### config.mk
export PLATFORM = sky130hd
export DESIGN_NAME = div_unit
export DESIGN_NICKNAME = d
export VERILOG_FILES = /design/src/rtl/div_unit_pkg.sv /design/src/rtl/div_unit.sv
export SDC_FILE = /design/constraint.sdc
export NUM_CORES = 1
export LEC_CHECK = 0
export BUFFER_PORTS_ARGS = -buffer_cell sky130_fd_sc_hd__clkbuf_2
export CAP_MARGIN = 20
export CELL_PAD_IN_SITES_DETAIL_PLACEMENT = 1
export CELL_PAD_IN_SITES_GLOBAL_PLACEMENT = 2
export CORE_UTILIZATION = 38
export DETAILED_ROUTE_END_ITERATION = 10
export GPL_TIMING_DRIVEN = 0
export PLACE_DENSITY = 0.89
export SETUP_SLACK_MARGIN = 0.3
export SYNTH_ARGS = -nofsm -noshare
export SYNTH_HDL_FRONTEND = slang
export SYNTH_SLANG_ARGS = --single-unit
export TNS_END_PERCENT = 10
### constraint.sdc
create_clock -name clk -period 12.4 [get_ports clk]
set_input_delay 0.62 -clock clk [delete_from_list [all_inputs] [get_ports clk]]
set_output_delay 0.62 -clock clk [all_outputs]
set_load 0.02 [all_outputs]
### src/rtl/div_unit_pkg.sv
// Shared widths, FSM state encoding and helpers for the multi-cycle divider.
package div_unit_pkg;

    localparam int unsigned DATA_W = 32;
    localparam int unsigned CNT_W  = $clog2(DATA_W) + 1;
    localparam int unsigned RES_W  = 2 * DATA_W;
    localparam int unsigned SHR_W  = 2 * DATA_W + 1;

    typedef enum logic [1:0] {
        DIV_FREE   = 2'b00,
        DIV_BYZERO = 2'b01,
        DIV_ON     = 2'b10,
        DIV_END    = 2'b11
    } div_state_e;

    // Two's-complement negate when cond is set, pass through otherwise.
    function automatic logic [DATA_W-1:0] neg_if(input logic cond, input logic [DATA_W-1:0] x);
        return cond ? (~x + DATA_W'(1)) : x;
    endfunction

endpackage

### src/rtl/div_unit.sv
// Restoring shift-subtract divider for DIV/DIVU: one quotient bit per cycle, MSB first.
// result_o = {remainder, quotient}; both outputs are plain register outputs.
module div_unit
    import div_unit_pkg::*;
(
    input  logic              clk,
    input  logic              rst,
    input  logic              signed_div_i,
    input  logic [DATA_W-1:0] opdata1_i,
    input  logic [DATA_W-1:0] opdata2_i,
    input  logic              start_i,
    input  logic              annul_i,
    output logic [RES_W-1:0]  result_o,
    output logic              ready_o
);

    div_state_e        state_q, state_d;
    logic [CNT_W-1:0]  cnt_q, cnt_d;
    logic [SHR_W-1:0]  shreg_q, shreg_d;
    logic [DATA_W-1:0] divisor_q, divisor_d;
    logic              sign1_q, sign1_d;
    logic              sign2_q, sign2_d;
    logic [RES_W-1:0]  result_q, result_d;
    logic              ready_q, ready_d;

    // Partial remainder lives in shreg[2W:W]; it can reach 33 bits before the subtract.
    logic [DATA_W:0]   diff;
    logic              rem_ge;

    assign diff   = shreg_q[SHR_W-1:DATA_W] - {1'b0, divisor_q};
    assign rem_ge = shreg_q[SHR_W-1] | ~diff[DATA_W];

    always_ff @(posedge clk or posedge rst) begin
        if (rst) begin
            state_q   <= DIV_FREE;
            cnt_q     <= '0;
            shreg_q   <= '0;
            divisor_q <= '0;
            sign1_q   <= 1'b0;
            sign2_q   <= 1'b0;
            result_q  <= '0;
            ready_q   <= 1'b0;
        end else begin
            state_q   <= state_d;
            cnt_q     <= cnt_d;
            shreg_q   <= shreg_d;
            divisor_q <= divisor_d;
            sign1_q   <= sign1_d;
            sign2_q   <= sign2_d;
            result_q  <= result_d;
            ready_q   <= ready_d;
        end
    end

    always_comb begin
        state_d   = state_q;
        cnt_d     = cnt_q;
        shreg_d   = shreg_q;
        divisor_d = divisor_q;
        sign1_d   = sign1_q;
        sign2_d   = sign2_q;
        result_d  = result_q;
        ready_d   = ready_q;

        unique case (state_q)
            DIV_FREE: begin
                if (start_i && !annul_i) begin
                    if (opdata2_i == '0) begin
                        state_d = DIV_BYZERO;
                    end else begin
                        state_d   = DIV_ON;
                        cnt_d     = '0;
                        sign1_d   = signed_div_i & opdata1_i[DATA_W-1];
                        sign2_d   = signed_div_i & opdata2_i[DATA_W-1];
                        shreg_d   = {DATA_W'(0), neg_if(sign1_d, opdata1_i), 1'b0};
                        divisor_d = neg_if(sign2_d, opdata2_i);
                    end
                end
            end
            DIV_BYZERO: begin
                state_d  = annul_i ? DIV_FREE : DIV_END;
                result_d = '0;
                ready_d  = ~annul_i;
            end
            DIV_ON: begin
                if (annul_i) begin
                    state_d  = DIV_FREE;
                    result_d = '0;
                    ready_d  = 1'b0;
                end else if (cnt_q != CNT_W'(DATA_W)) begin
                    shreg_d = rem_ge ? {diff[DATA_W-1:0], shreg_q[DATA_W-1:0], 1'b1}
                                     : {shreg_q[SHR_W-2:0], 1'b0};
                    cnt_d   = cnt_q + CNT_W'(1);
                end else begin
                    // Quotient sign follows operand signs; remainder takes the dividend's sign.
                    result_d = {neg_if(sign1_q, shreg_q[SHR_W-1:DATA_W+1]),
                                neg_if(sign1_q ^ sign2_q, shreg_q[DATA_W-1:0])};
                    ready_d  = 1'b1;
                    state_d  = DIV_END;
                end
            end
            DIV_END: begin
                if (annul_i || !start_i) begin
                    state_d  = DIV_FREE;
                    result_d = '0;
                    ready_d  = 1'b0;
                end
            end
            default: state_d = DIV_FREE;
        endcase
    end

    assign result_o = result_q;
    assign ready_o  = ready_q;

endmodule

==> results.py <==
metrics = {
    "sta": {
        "rsz0062_at_grt": "no",
        "finalCriticalPeriod_ps": 4380,
        "fmax_ghz": 0.228,
        "setup_viol": 0,
        "fin_ws_ps": 8020,
        "slew-limit-headroom": 0.376,
        "fin_crit_sh": 0.353,
        "setup_tns_ps": 0,
        "drv_slew": 0,
        "hold_viol": 0,
        "tightest_slew_ps": 936,
        "clock_skew_ps": 16.0,
    },
    "logic_synthesis": {
        "ys_warn_count": 0,
        "yosysTopAreaCell": "dfrtp_1",
        "ys_seq_elements": 172,
        "synth_top_area_frac": 0.385,
        "postSynthCellCount": 1370,
        "avgSynthCellArea_um2": 8.16,
        "netlist_area_um2": 11200,
        "synth_edf_count": 0,
        "ys_types": 56,
        "ys_seq_area_frac": 0.385,
        "synth_nets": 1482,
        "synthTopCellsByArea": "dfrtp_1, o21ai_0, xor2_1, nand2_1, a21oi_1",
        "ys_async_sr_fraction": 1.00,
        "synth-main-ff-cell": "dfrtp_1",
    },
    "drt": {
        "routedWlPerCell_um": 18.0,
        "drtPass1Iterations": 5,
        "top_layer_used": "met4",
        "wl_met2_um": 15900,
        "first_iter_violations": 576,
        "routed_wl_um": 34600,
        "via_per_inst": 5.41,
        "met3RoutedLength_um": 1140,
        "ant_nets": 0,
        "wl_met1_um": 17200,
        "drc_errors": 0,
        "num_vias": 10382,
    },
    "setup_path": {
        "path_buf_inv": 3,
        "path_cells": "inv_1, fa_1, nand2b_1, a211oi_1, o21ai_0, o41ai_1, a211oi_1, o31a_1, clkbuf_1, clkbuf_1, a21oi_1, o21ai_0",
        "worstPathArrival_ps": 4670,
        "critPathLaunch": "shreg_q[33]",
        "crit_family": "compound AO/OA/AOI/OAI gates",
        "reg2reg_depth": 12,
        "rrSetupSlack_ps": 8020,
        "crit_required_ps": 12690,
        "cp.depth": 12,
        "critPathSlowestCell": "o41ai_1",
        "crit_fanout": 10,
        "cp-endpoint": "shreg_q[46]",
        "critical_path_class": "register to register",
        "r2r-start": "shreg_q[33]",
        "worstSetupStartpointType": "register",
        "critPathMaxStageDelay_ps": 770,
        "rr_endpoint": "shreg_q[46]",
        "endpoint_kind": "register",
    },
    "finish": {
        "utilization": 0.451,
        "fin_area_um2": 13000,
        "fin_nets": 1635,
        "syn2layout_area_growth_pct": 16.2,
        "drive_above_1_share": 0.117,
        "final_common_cell": "nand2_1",
        "layout_common_cells": "nand2_1, o21ai_0, dfrtp_1",
        "final_cell_count_no_fill": 1920,
        "num_antenna_cells": 0,
    },
    "clocking": {
        "cts_max_level": 4,
        "numCtsBuffers": 17,
        "cts_tree": "done",
        "clock_sinks": 172,
        "clk_pin_slew_ps": 80,
        "cts-root-buf": "clkbuf_16",
        "cts_setup_buffers": 0,
        "cts_hold_buf": 0,
        "cts_max_path_buffers": 2,
        "clk_latency_ps": 450,
        "cts_resized": 0,
    },
    "global_route": {
        "grt_pass1_vias": 10701,
        "overflow": 0,
        "grt_antenna_before_repair": 0,
        "grt_max_degree": 96,
        "grt_first_pass_wirelength_um": 56900,
        "grt_usage": 0.237,
    },
    "floorplan": {
        "pin_count": 134,
        "rows": 62,
        "die_area_um2": 30100,
        "core_um2": 28800,
        "die_h_um": 173,
        "start_util": 0.388,
        "die_width_um": 173,
    },
    "placed_design": {
        "post-dp-hpwl_um": 27000,
        "placed_cells": 1888,
        "dp_slack_ps": 7850,
        "dpl-instance-area_um2": 12400,
        "place_congestion": 0.904,
        "port-buffer-count": 133,
    },
    "power_and_ir_drop": {
        "p_leak_nw": 6.04,
        "pwr_density_cell_nw_per_um2": 205,
        "ir_drop_uv": 105,
    },
    "run_status": {
        "status": "finished clean",
    },
    "flow_run": {
        "maxCapViolations": 0,
    },
    "worst_hold_path": {
        "hold_path_class": "input pin to async pin",
    },
}
==> stage by stage <==
| stage | hold slack, ps | total power [mW] |
|---|---|---|
| 2_1_floorplan | 450 | 1.68 |
| 3_3_place_gp | 462 | 2.04 |
| 3_5_place_dp | 470 | 2.09 |
| 4_1_cts | 266 | 2.68 |
| 5_1_grt | 254 | 2.87 |
| 6_report | 219 | 2.66 |
==> worst register-to-register path, delay by kind of cell (launching register included) <==
| family | cells | cell delay [ps] |
|---|---|---|
| buffers and inverters | 3 | 860 |
| adder cells (fa/ha/maj) | 1 | 460 |
| AO/OA/AOI/OAI | 7 | 2320 |
| AND/OR/NAND/NOR | 1 | 190 |
| flip-flops | 1 | 410 |
==> cell families after synthesis <==
family,after synthesis,synth area share
xor gates and xnor gates,146,0.114
DFF,172,0.385
and+or+nand+nor,440,0.178
AOI/OAI and AO/OA,425,0.216
adders and majority gates,43,0.0488
muxes,17,0.0152
buffers and inverters,127,0.0428
==> final cells by class <==
cell class,count,area (um^2)
Clock inverter,15,201
Timing Repair Buffer,134,693
Tap cell,384,480
Inverter,60,233
Sequential cell,172,4300
Clock buffer,17,425
Fill cell,3577,15800
Multi-Input combinational cell,1071,6390
Buffer,67,253
==> worst min path at each step <==
stage	depth (start not counted)	endpoint	slack (ps)	start
final	2	result_o[56]	220	rst
after detailed placement	2	result_o[17]	470	result_o[17]
after floorplan	2	divisor_q[15]	450	divisor_q[15]
after global routing	2	result_o[56]	250	rst
after CTS	2	result_o[62]	270	rst
after global placement	2	result_o[31]	460	result_o[31]
==> layer usage <==
metal	track usage	up-vias
met2	0.381	176
met3	0.0362	29
met1	0.335	5102
met4	0.0542	0
met5	0	-
li1	-	5075
==> synthesized netlist by cell type (9+ instances only) <==
cell type / number
nand2_1: 202
o21ai_0: 199
dfrtp_1: 172
a21oi_1: 121
nor2_1: 111
xor2_1: 101
clkbuf_1: 60
inv_1: 60
xnor2_1: 45
ha_1: 42
nor3_1: 20
o31ai_1: 20
or3_1: 19
mux2i_1: 17
a21o_1: 15
o41ai_1: 15
nand2b_1: 14
nor4_1: 13
a31oi_1: 10
nand3_1: 9
==> flip-flops by register name, indices dropped and copies added (netlist names) <==
signal	count
ready_o	1
result_o	64
divisor_q	32
cnt_q	6
sign2_q	1
shreg_q	65
state_q	2
sign1_q	1
==> power breakdown <==
part           switching, mW  internal [mW]  total [mW]
clock network          0.265          0.310       0.575
logic                  0.822          0.414        1.24
registers              0.139          0.715       0.854
total                   1.23           1.44        2.66
No activity file was read; power rests on OpenSTA's default activity.
